==> src/rtl/serial_decrement_if.sv <==
// Operand/result handshake bundle for the bit-serial decrementer.
interface serial_decrement_if #(
    parameter int unsigned WIDTH = 8
);
    logic             in_valid;
    logic             in_ready;
    logic [WIDTH-1:0] a;
    logic             out_valid;
    logic             out_ready;
    logic [WIDTH-1:0] y;
    logic             bout;

    modport master (
        output in_valid,
        output a,
        output out_ready,
        input  in_ready,
        input  out_valid,
        input  y,
        input  bout
    );

    modport slave (
        input  in_valid,
        input  a,
        input  out_ready,
        output in_ready,
        output out_valid,
        output y,
        output bout
    );
endinterface

==> src/rtl/serial_decrement.sv <==
// Bit-serial decrement: y = a - 1 mod 2^WIDTH, one bit per cycle, fixed WIDTH-cycle latency.
module serial_decrement #(
    parameter int unsigned WIDTH = 8
) (
    input logic               clk,
    input logic               rst_n,
    serial_decrement_if.slave bus
);
    localparam int unsigned CntW = $clog2(WIDTH + 1);

    typedef enum logic [1:0] {
        StIdle = 2'd0,
        StBusy = 2'd1,
        StDone = 2'd2
    } state_e;

    state_e           r_state, w_state_next;
    logic [WIDTH-1:0] r_shift, w_shift_next;
    logic             r_borrow, w_borrow_next;
    logic [CntW-1:0]  r_cnt, w_cnt_next;
    logic             w_res_bit;

    always_ff @(posedge clk) begin
        if (!rst_n) begin
            r_state  <= StIdle;
            r_shift  <= '0;
            r_borrow <= 1'b0;
            r_cnt    <= '0;
        end else begin
            r_state  <= w_state_next;
            r_shift  <= w_shift_next;
            r_borrow <= w_borrow_next;
            r_cnt    <= w_cnt_next;
        end
    end

    always_comb begin
        w_state_next  = r_state;
        w_shift_next  = r_shift;
        w_borrow_next = r_borrow;
        w_cnt_next    = r_cnt;
        w_res_bit     = r_shift[0] ^ r_borrow;
        case (r_state)
            StIdle: begin
                if (bus.in_valid) begin
                    w_shift_next  = bus.a;
                    w_borrow_next = 1'b1;
                    w_cnt_next    = '0;
                    w_state_next  = StBusy;
                end
            end
            StBusy: begin
                // Result bits enter at the MSB so the register holds y after WIDTH shifts
                w_shift_next  = {w_res_bit, r_shift[WIDTH-1:1]};
                w_borrow_next = ~r_shift[0] & r_borrow;
                w_cnt_next    = r_cnt + CntW'(1);
                if (r_cnt == CntW'(WIDTH - 1)) begin
                    w_state_next = StDone;
                end
            end
            StDone: begin
                if (bus.out_ready) begin
                    w_state_next = StIdle;
                end
            end
            default: begin
                w_state_next = StIdle;
            end
        endcase
    end

    assign bus.in_ready  = (r_state == StIdle);
    assign bus.out_valid = (r_state == StDone);
    assign bus.y         = r_shift;
    assign bus.bout      = r_borrow;
endmodule

==> src/flat_wrapper.sv <==
// flat-port wrapper written by rule: the top's interface ports become plain ports
module serial_decrement_flat 
#(
    parameter int unsigned WIDTH = 8
)
  (clk, rst_n, bus_in_valid, bus_a, bus_out_ready, bus_in_ready, bus_out_valid, bus_y, bus_bout);
  serial_decrement_if #(.WIDTH(WIDTH)) bus_i ();
  input logic clk;
  input logic rst_n;
  input wire logic [$bits(bus_i.in_valid)-1:0] bus_in_valid;
  input wire logic [$bits(bus_i.a)-1:0] bus_a;
  input wire logic [$bits(bus_i.out_ready)-1:0] bus_out_ready;
  output wire logic [$bits(bus_i.in_ready)-1:0] bus_in_ready;
  output wire logic [$bits(bus_i.out_valid)-1:0] bus_out_valid;
  output wire logic [$bits(bus_i.y)-1:0] bus_y;
  output wire logic [$bits(bus_i.bout)-1:0] bus_bout;
  assign bus_i.in_valid = bus_in_valid;
  assign bus_i.a = bus_a;
  assign bus_i.out_ready = bus_out_ready;
  assign bus_in_ready = bus_i.in_ready;
  assign bus_out_valid = bus_i.out_valid;
  assign bus_y = bus_i.y;
  assign bus_bout = bus_i.bout;
  serial_decrement #(.WIDTH(WIDTH)) u_core (.clk(clk), .rst_n(rst_n), .bus(bus_i));
endmodule
==> config.mk <==
export PLATFORM = sky130hd
export DESIGN_NAME = serial_decrement_flat
export DESIGN_NICKNAME = d
export VERILOG_FILES = /design/src/rtl/serial_decrement_if.sv /design/src/rtl/serial_decrement.sv /design/src/flat_wrapper.sv
export SDC_FILE = /design/constraint.sdc
export NUM_CORES = 1
export LEC_CHECK = 0
export BUFFER_PORTS_ARGS = -buffer_cell sky130_fd_sc_hd__buf_2
export CAP_MARGIN = 5
export CORE_MARGIN = 8
export CORE_UTILIZATION = 35
export DETAILED_ROUTE_END_ITERATION = 12
export GPL_TIMING_DRIVEN = 1
export HOLD_SLACK_MARGIN = 0.03
export SKIP_CTS_REPAIR_TIMING = 1
export SLEW_MARGIN = 20
export SYNTH_ARGS = -nofsm -noshare
export SYNTH_HDL_FRONTEND = slang
export SYNTH_SLANG_ARGS = --single-unit
==> constraint.sdc <==
create_clock -name clk -period 1.1 [get_ports clk]
set_input_delay 0 -clock clk [delete_from_list [all_inputs] [get_ports clk]]
set_output_delay 0 -clock clk [all_outputs]
set_load 0.05 [all_outputs]
==> impl_summary.txt, run 1 <==
----------------------------------------------------
[Setup path]
  Largest fanout of any net on the critical path ... 5
  CP required ... 1.10 ns
  Reg-to-reg slack, setup ... 0.01 ns
  Worst Reg-to-Reg Cells ... 4
  Kind of capture point of the worst setup path ... output port
  CP arrival ... 1.11 ns
  Worst reg2reg startpoint ... u_core.r_state[0]$_SDFFE_PN0P_
  Worst setup path category ... flip-flop to output port
  Startpoint class of the critical path ... flip-flop
  Endpoint of the worst-slack reg-to-reg timing path ... u_core.r_cnt[2]$_SDFFE_PN0P_

[Global routing]
  Most congested layer reported by global routing ... met2
  Met1 global-route usage ... 9.33%
  Global Route met3 Usage ... 3.89%
  Number of global-route vias before repair ... 681
  Pin count of the biggest net entering global routing ... 18
  Met2 layer usage reported by global route ... 15.1%
  Antenna violations before repair ... 0
  First-pass GRT wire length ... 2980 um
  Gr usage total ... 8.94%
  Total gr overflow ... 0

[Place]
  Count of buffers from port buffering ... 22
  Placed wire-length estimate after detailed placement ... 1320 um
  Placed standard-cell area ... 946 um^2
  Routability Congestion ... 0.687
  Setup WS pre-CTS ... 0.0119 ns

[Synthesis]
  Count of unique library cells instantiated by Yosys ... 25
  Prevailing post-synth register cell ... sky130_fd_sc_hd__dfxtp_1
  Post-Syn Nets ... 97
  Count of warnings emitted by yosys ... 0
  Post-synthesis register bit count ... 15
  Async set-reset flop share out of synthesis ... 0%
  Synth Instances ... 83
  Post-synthesis instance area ... 782 um^2
  Post-synth EDFFs ... 0
  Avg Inst Size Synth ... 9.42 um^2
  Seq/Total Area, Yosys ... 38.4%

[Drt]
  Total detailed-routing wirelength ... 1850 um
  Count of nets left with antenna violations after detail routing ... 0
  DRC Markers ... 0
  DRC marker count from the first detailed-route iteration ... 50
  Number of search-and-repair iterations in the first detailed-routing pass ... 4
  Average wire per standard cell ... 13.3 um
  Overall via count from detail_route ... 694
  Per-cell via count in the routed design ... 4.99

[STA]
  Worst slew margin relative to its limit ... 80.3%
  Count of final hold-check violations ... 0
  RSZ-0062 raised after global routing ... true
  Final critical-path setup slack ... -0.00698 ns
  Final setup violation count ... 1
  Shortest period the worst path allows ... 1.11 ns
  Pins Over Slew Limit ... 0
  Final Cycle Share ... 101%
  Transition time at the pin with the least slew margin ... 0.296 ns
  Highest Clock Rate ... 903 MHz
  Final Skew ... 0.00647 ns

[Power]
  Leak ... 0.457 nW
  IR drop worst, VDD ... 0.721 mV
  Power per cell area ... 1200 nW/um^2

[Clocking]
  Clock root buffer ... sky130_fd_sc_hd__clkbuf_4
  H-Tree Level Count ... 1
  Clock edge transition at the registers on the reported setup and hold paths ... 0.09 ns
  Number of buffers created by CTS ... 3
  Sinks on Clock Net ... 15
  Clock tree from TritonCTS ... done
  CTS Buffer Depth ... 2
  Clock insertion delay at the later pin of the skew report ... 0.28 ns

[Finish]
  Most common library cell in the layout ignoring fill and taps ... sky130_fd_sc_hd__buf_2
  Final layout net count ... 126
  Signed area change from the synthesized netlist to the final layout ... 35.0%
  Leading cell types in the layout, fill and taps excluded ... 20 x sky130_fd_sc_hd__buf_2, 10 x sky130_fd_sc_hd__nor2_1, 9 x sky130_fd_sc_hd__o221a_1
  Ratio of cells with drive above 1 in the final layout ... 44.1%
  Number of antenna repair diodes ... 0
  Post-route standard cell area excluding fillers ... 1060 um^2

[Run status]
  Status ... finished, violations left
  Violations in the final reports ... negative setup slack

[Floorplanning]
  Die H ... 63.3 um
  Number of core rows ... 17
  Horizontal die dimension ... 63.3 um
  Area of the core region ... 2170 um^2
  Initial core utilization ... 36.0%
  Die area ... 4000 um^2
  Number of top-level pins ... 23

[Hold path]
  Sink of the worst hold path ... u_core.r_cnt[1]$_SDFFE_PN0P_
  Worst Hold Path Cells ... 2
  Type of the worst min-delay path ... input port to flip-flop
  Beginning of the worst hold path ... rst_n

[Flow run]
  Max_cap viols ... 0

----------------------------------------------------
[cell type report]
| class | count | area [um^2] |
|---|---|---|
| Fill cell | 218 | 1110 |
| Tap cell | 28 | 35.0 |
| Clock buffer | 3 | 22.5 |
| Clock inverter | 1 | 5.00 |
| Multi-Input combinational cell | 59 | 465 |
| Timing Repair Buffer | 31 | 204 |
| Inverter | 2 | 7.51 |
| Sequential cell | 15 | 317 |
[through the flow]
step | power, W | TNS (ns) | instances | util (%) | hold slack (ns)
after global routing | 0.00136 | -0.148 | 139 | 48.7 | 0.0797
after CTS | 0.00127 | -0.358 | 137 | 44.9 | 0.0151
after detailed placement | 0.000953 | 0 | 133 | 43.6 | 0.319
final | 0.00126 | -0.00698 | 139 | 48.7 | 0.0884
after floorplan | 0.000877 | -0.340 | 83 | - | 0.218
after global placement | 0.000949 | 0 | 133 | 43.6 | 0.315
[layer usage]
layer,vias up,part of all wire (%)
met2,15,47
li1,356,-
met5,-,0
met1,321,45
met4,0,0.87
met3,2,6.9
[flip-flops by register name, summed over array words and instances, names as in the netlist]
signal           cells
u_core.bus.y         8
u_core.r_cnt         4
u_core.r_state       2
u_core.bus.bout      1
[power breakdown]
part | internal [W] | total, W | switching, W | leakage, nW
combinational | 0.000129 | 0.000347 | 0.000218 | 0.312
clock | 0.000135 | 0.000309 | 0.000174 | 0.0177
sequential | 0.000580 | 0.000608 | 0.0000283 | 0.127
total | 0.000843 | 0.00126 | 0.000421 | 0.457
[worst max-delay path, stage by stage (launching register included)]
cell and delay (ns):
sky130_fd_sc_hd__dfxtp_4 0.36, sky130_fd_sc_hd__buf_6 0.12, sky130_fd_sc_hd__buf_6 0.12, sky130_fd_sc_hd__nor2_4 0.09, sky130_fd_sc_hd__buf_8 0.15
[synth_stat cells (all sizes together), types with 2 or more instances]
cell / n / area share (%)
dfxtp: 15 / 38
nor2: 11 / 5.3
o221a: 9 / 13
a21oi: 8 / 5.1
buf: 6 / 6.2
nor2b: 6 / 4.8
and2b: 5 / 4.8
nand2: 3 / 1.8
o21a: 3 / 2.9
ha: 2 / 3.2
inv: 2 / 0.96
nand3: 2 / 1.3
[worst max-delay path by stage]
| stage | start | end | depth (start not counted) |
|---|---|---|---|
| 2_1_floorplan | u_core.bus.y[3]$_SDFFE_PN0P_ | u_core.bus.y[2]$_SDFFE_PN0P_ | 3 |
| 3_3_place_gp | u_core.r_state[0]$_SDFFE_PN0P_ | u_core.bus.y[0]$_SDFFE_PN0P_ | 4 |
| 3_5_place_dp | u_core.r_cnt[1]$_SDFFE_PN0P_ | u_core.r_cnt[2]$_SDFFE_PN0P_ | 4 |
| 4_1_cts | u_core.r_state[1]$_SDFFE_PN0P_ | bus_in_ready | 4 |
| 5_1_grt | u_core.r_state[1]$_SDFFE_PN0P_ | bus_in_ready | 4 |
| 6_report | u_core.r_state[1]$_SDFFE_PN0P_ | bus_in_ready | 4 |
[cells by family (layout without fill, tap and decap cells)]
kind of cell	count (synthesis)	in the layout	synth area share (%)
compound gates	23	23	26.2
flops	15	15	38.4
fa+ha+maj	2	2	3.20
mux	1	1	1.28
buf+inv	9	37	7.68
simple gates	33	33	23.2
Note: power is estimated with default switching activity, not from simulation.
==> inputs of run 2 (changes only) <==
--- a/config.mk
+++ b/config.mk
@@ -7,11 +7,14 @@
 export LEC_CHECK = 0
 export BUFFER_PORTS_ARGS = -buffer_cell sky130_fd_sc_hd__buf_2
 export CAP_MARGIN = 5
+export CELL_PAD_IN_SITES_DETAIL_PLACEMENT = 1
+export CELL_PAD_IN_SITES_GLOBAL_PLACEMENT = 2
 export CORE_MARGIN = 8
-export CORE_UTILIZATION = 35
+export CORE_UTILIZATION = 29
 export DETAILED_ROUTE_END_ITERATION = 12
 export GPL_TIMING_DRIVEN = 1
 export HOLD_SLACK_MARGIN = 0.03
+export PLACE_DENSITY_LB_ADDON = 0.1
 export SKIP_CTS_REPAIR_TIMING = 1
 export SLEW_MARGIN = 20
 export SYNTH_ARGS = -nofsm -noshare
==> run 2 against run 1 <==
The flow now finishes without violations. Sequential share of layout area fell by 0.084 points. Cell count rose by 1.4%. Maximum frequency rose by 1.3%. Clock-buffer cell count rose by 1. Non-clock buffer count fell by 2. Global-route usage rose by 0.46 points. Wire length rose by 15%. Combinational power rose by 2%. Worst hold slack got worse by 0.0077 ns. Sequential power barely moved. Critical path type is now flip-flop to flip-flop. Critical endpoint is now u_core.bus.y[7]$_SDFFE_PN0P_. Largest power group unchanged.
==> impl_summary.txt, run 2 (synthesis results as in run 1) <==
----------------------------------------------------
[Hold path]
  Type of the worst min-delay path ... input port to flip-flop

[Flow run]
  Max_cap viols ... 0

[Drt]
  Per-cell via count in the routed design ... 5.06
  Number of search-and-repair iterations in the first detailed-routing pass ... 2
  DRC Markers ... 0
  Overall via count from detail_route ... 714
  Total detailed-routing wirelength ... 2130 um
  Count of nets left with antenna violations after detail routing ... 0
  Average wire per standard cell ... 15.1 um
  DRC marker count from the first detailed-route iteration ... 6

[Clocking]
  Number of buffers created by CTS ... 3
  Sinks on Clock Net ... 15
  Clock insertion delay at the later pin of the skew report ... 0.29 ns
  Clock root buffer ... sky130_fd_sc_hd__clkbuf_4
  CTS Buffer Depth ... 2
  Clock tree from TritonCTS ... done
  H-Tree Level Count ... 1
  Clock edge transition at the registers on the reported setup and hold paths ... 0.09 ns

[Setup path]
  Kind of capture point of the worst setup path ... flip-flop
  Worst path max stage delay ... 0.34 ns
  Cell-by-cell listing of the critical path ... buf_12 > o21ba_4 > o221a_1
  Largest fanout of any net on the critical path ... 20
  Startpoint class of the critical path ... flip-flop
  Worst setup path category ... flip-flop to flip-flop
  CP required ... 1.28 ns
  Cell type of the slowest stage on the worst timing path ... sky130_fd_sc_hd__dfxtp_2
  CP arrival ... 1.28 ns

[Floorplanning]
  Number of top-level pins ... 23
  Die H ... 67.9 um
  Area of the core region ... 2660 um^2
  Horizontal die dimension ... 67.9 um
  Number of core rows ... 19
  Initial core utilization ... 29.4%
  Die area ... 4610 um^2

[Finish]
  Leading cell types in the layout, fill and taps excluded ... 20 x sky130_fd_sc_hd__buf_2, 10 x sky130_fd_sc_hd__nor2_1, 10 x sky130_fd_sc_hd__dfxtp_1
  Ratio of cells with drive above 1 in the final layout ... 42.7%
  Signed area change from the synthesized netlist to the final layout ... 33.3%
  Post-route standard cell area excluding fillers ... 1040 um^2
  Most common library cell in the layout ignoring fill and taps ... sky130_fd_sc_hd__buf_2
  Utilization after layout ... 39.1%
  Final layout net count ... 125
  Multi-input gate area in the final layout ... 460 um^2
  Number of flip-flops in the largest register ... 8
  Number of antenna repair diodes ... 0
  Fillers ... 312
  Area taken by flip-flops and latches ... 312 um^2

[STA]
  Transition time at the pin with the least slew margin ... 0.301 ns
  Worst slew margin relative to its limit ... 80.0%
  Highest Clock Rate ... 915 MHz
  Shortest period the worst path allows ... 1.09 ns
  Final Cycle Share ... 99.4%
  Pins Over Slew Limit ... 0
  Final Skew ... 0.00219 ns
  Final critical-path setup slack ... 0.00684 ns
  Count of final hold-check violations ... 0
  RSZ-0062 raised after global routing ... true
  Minimum hold slack ... 0.0808 ns
  Final setup violation count ... 0

[Run status]
  Status ... finished clean

[Global routing]
  Total gr overflow ... 0
  Antenna violations before repair ... 0
  Gr usage total ... 9.40%
  Number of global-route vias before repair ... 724
  Pin count of the biggest net entering global routing ... 20
  First-pass GRT wire length ... 3290 um

[Place]
  Setup WS pre-CTS ... -0.100 ns
  Count of buffers from port buffering ... 22
  Placed standard-cell area ... 947 um^2
  Placed wire-length estimate after detailed placement ... 1450 um
  Routability Congestion ... 0.659

[Power]
  Power per cell area ... 1240 nW/um^2
  Leak ... 0.449 nW
  IR drop worst, VDD ... 0.542 mV

----------------------------------------------------
[run 2: cell types whose count changed in the layout (fill, tap and decap cells not counted), moves of 2 or more]
cell                      previous run  this run
sky130_fd_sc_hd__dfxtp_1             8        10
sky130_fd_sc_hd__nor2b_1             5         3
sky130_fd_sc_hd__nor2b_2             0         2
sky130_fd_sc_hd__buf_4               6         4
[run 2: stage by stage]
stage | TNS (ns) | power [W] | std cells
global route | -0.168 | 0.00137 | 141
CTS | -1.03 | 0.00131 | 138
finish | 0 | 0.00129 | 141
global placement | -0.334 | 0.000957 | 134
floorplan | -0.340 | 0.000877 | 83
detailed placement | -0.594 | 0.000962 | 134
[run 2: critical path, delay by kind of cell (launching register included)]
family / cells / cell delay, ns
AOI/OAI and AO/OA: 2 / 0.48
DFF: 1 / 0.34
buffers and inverters: 1 / 0.15
[run 2: cell type report]
type | instances | area share (%)
sequential | 15 | 29.9
inverter | 2 | 0.720
multi-input combinational | 60 | 44.2
timing repair buffer | 29 | 19.0
clock buffer | 4 | 2.52
tap | 31 | 3.72
[run 2: routing by layer]
layer  up-vias  GRT usage (%)  part of all wire (%)
li1        354              -                     -
met1       338           11.4                    47
met2        17           14.3                    45
met3         5           2.45                   5.6
met4         0           6.14                   2.5
met5         -              0                     0
[run 2: power by group]
part	switching (W)	internal (W)	total (W)
Combinational	0.000221	0.000132	0.000353
Sequential	0.0000291	0.000582	0.000611
Clock	0.000189	0.000141	0.000330
Total	0.000439	0.000855	0.00129
[run 2: final timing paths]
check	start	endpoint	cells past startpoint	slack (ns)
min reg2reg	u_core.bus.y[4]$_SDFFE_PN0P_	u_core.bus.y[4]$_SDFFE_PN0P_	1	0.55
max reg2reg	u_core.r_state[0]$_SDFFE_PN0P_	u_core.bus.y[7]$_SDFFE_PN0P_	3	0.007
min	rst_n	u_core.r_state[1]$_SDFFE_PN0P_	2	0.08
max	u_core.r_state[0]$_SDFFE_PN0P_	u_core.bus.y[7]$_SDFFE_PN0P_	3	0.007
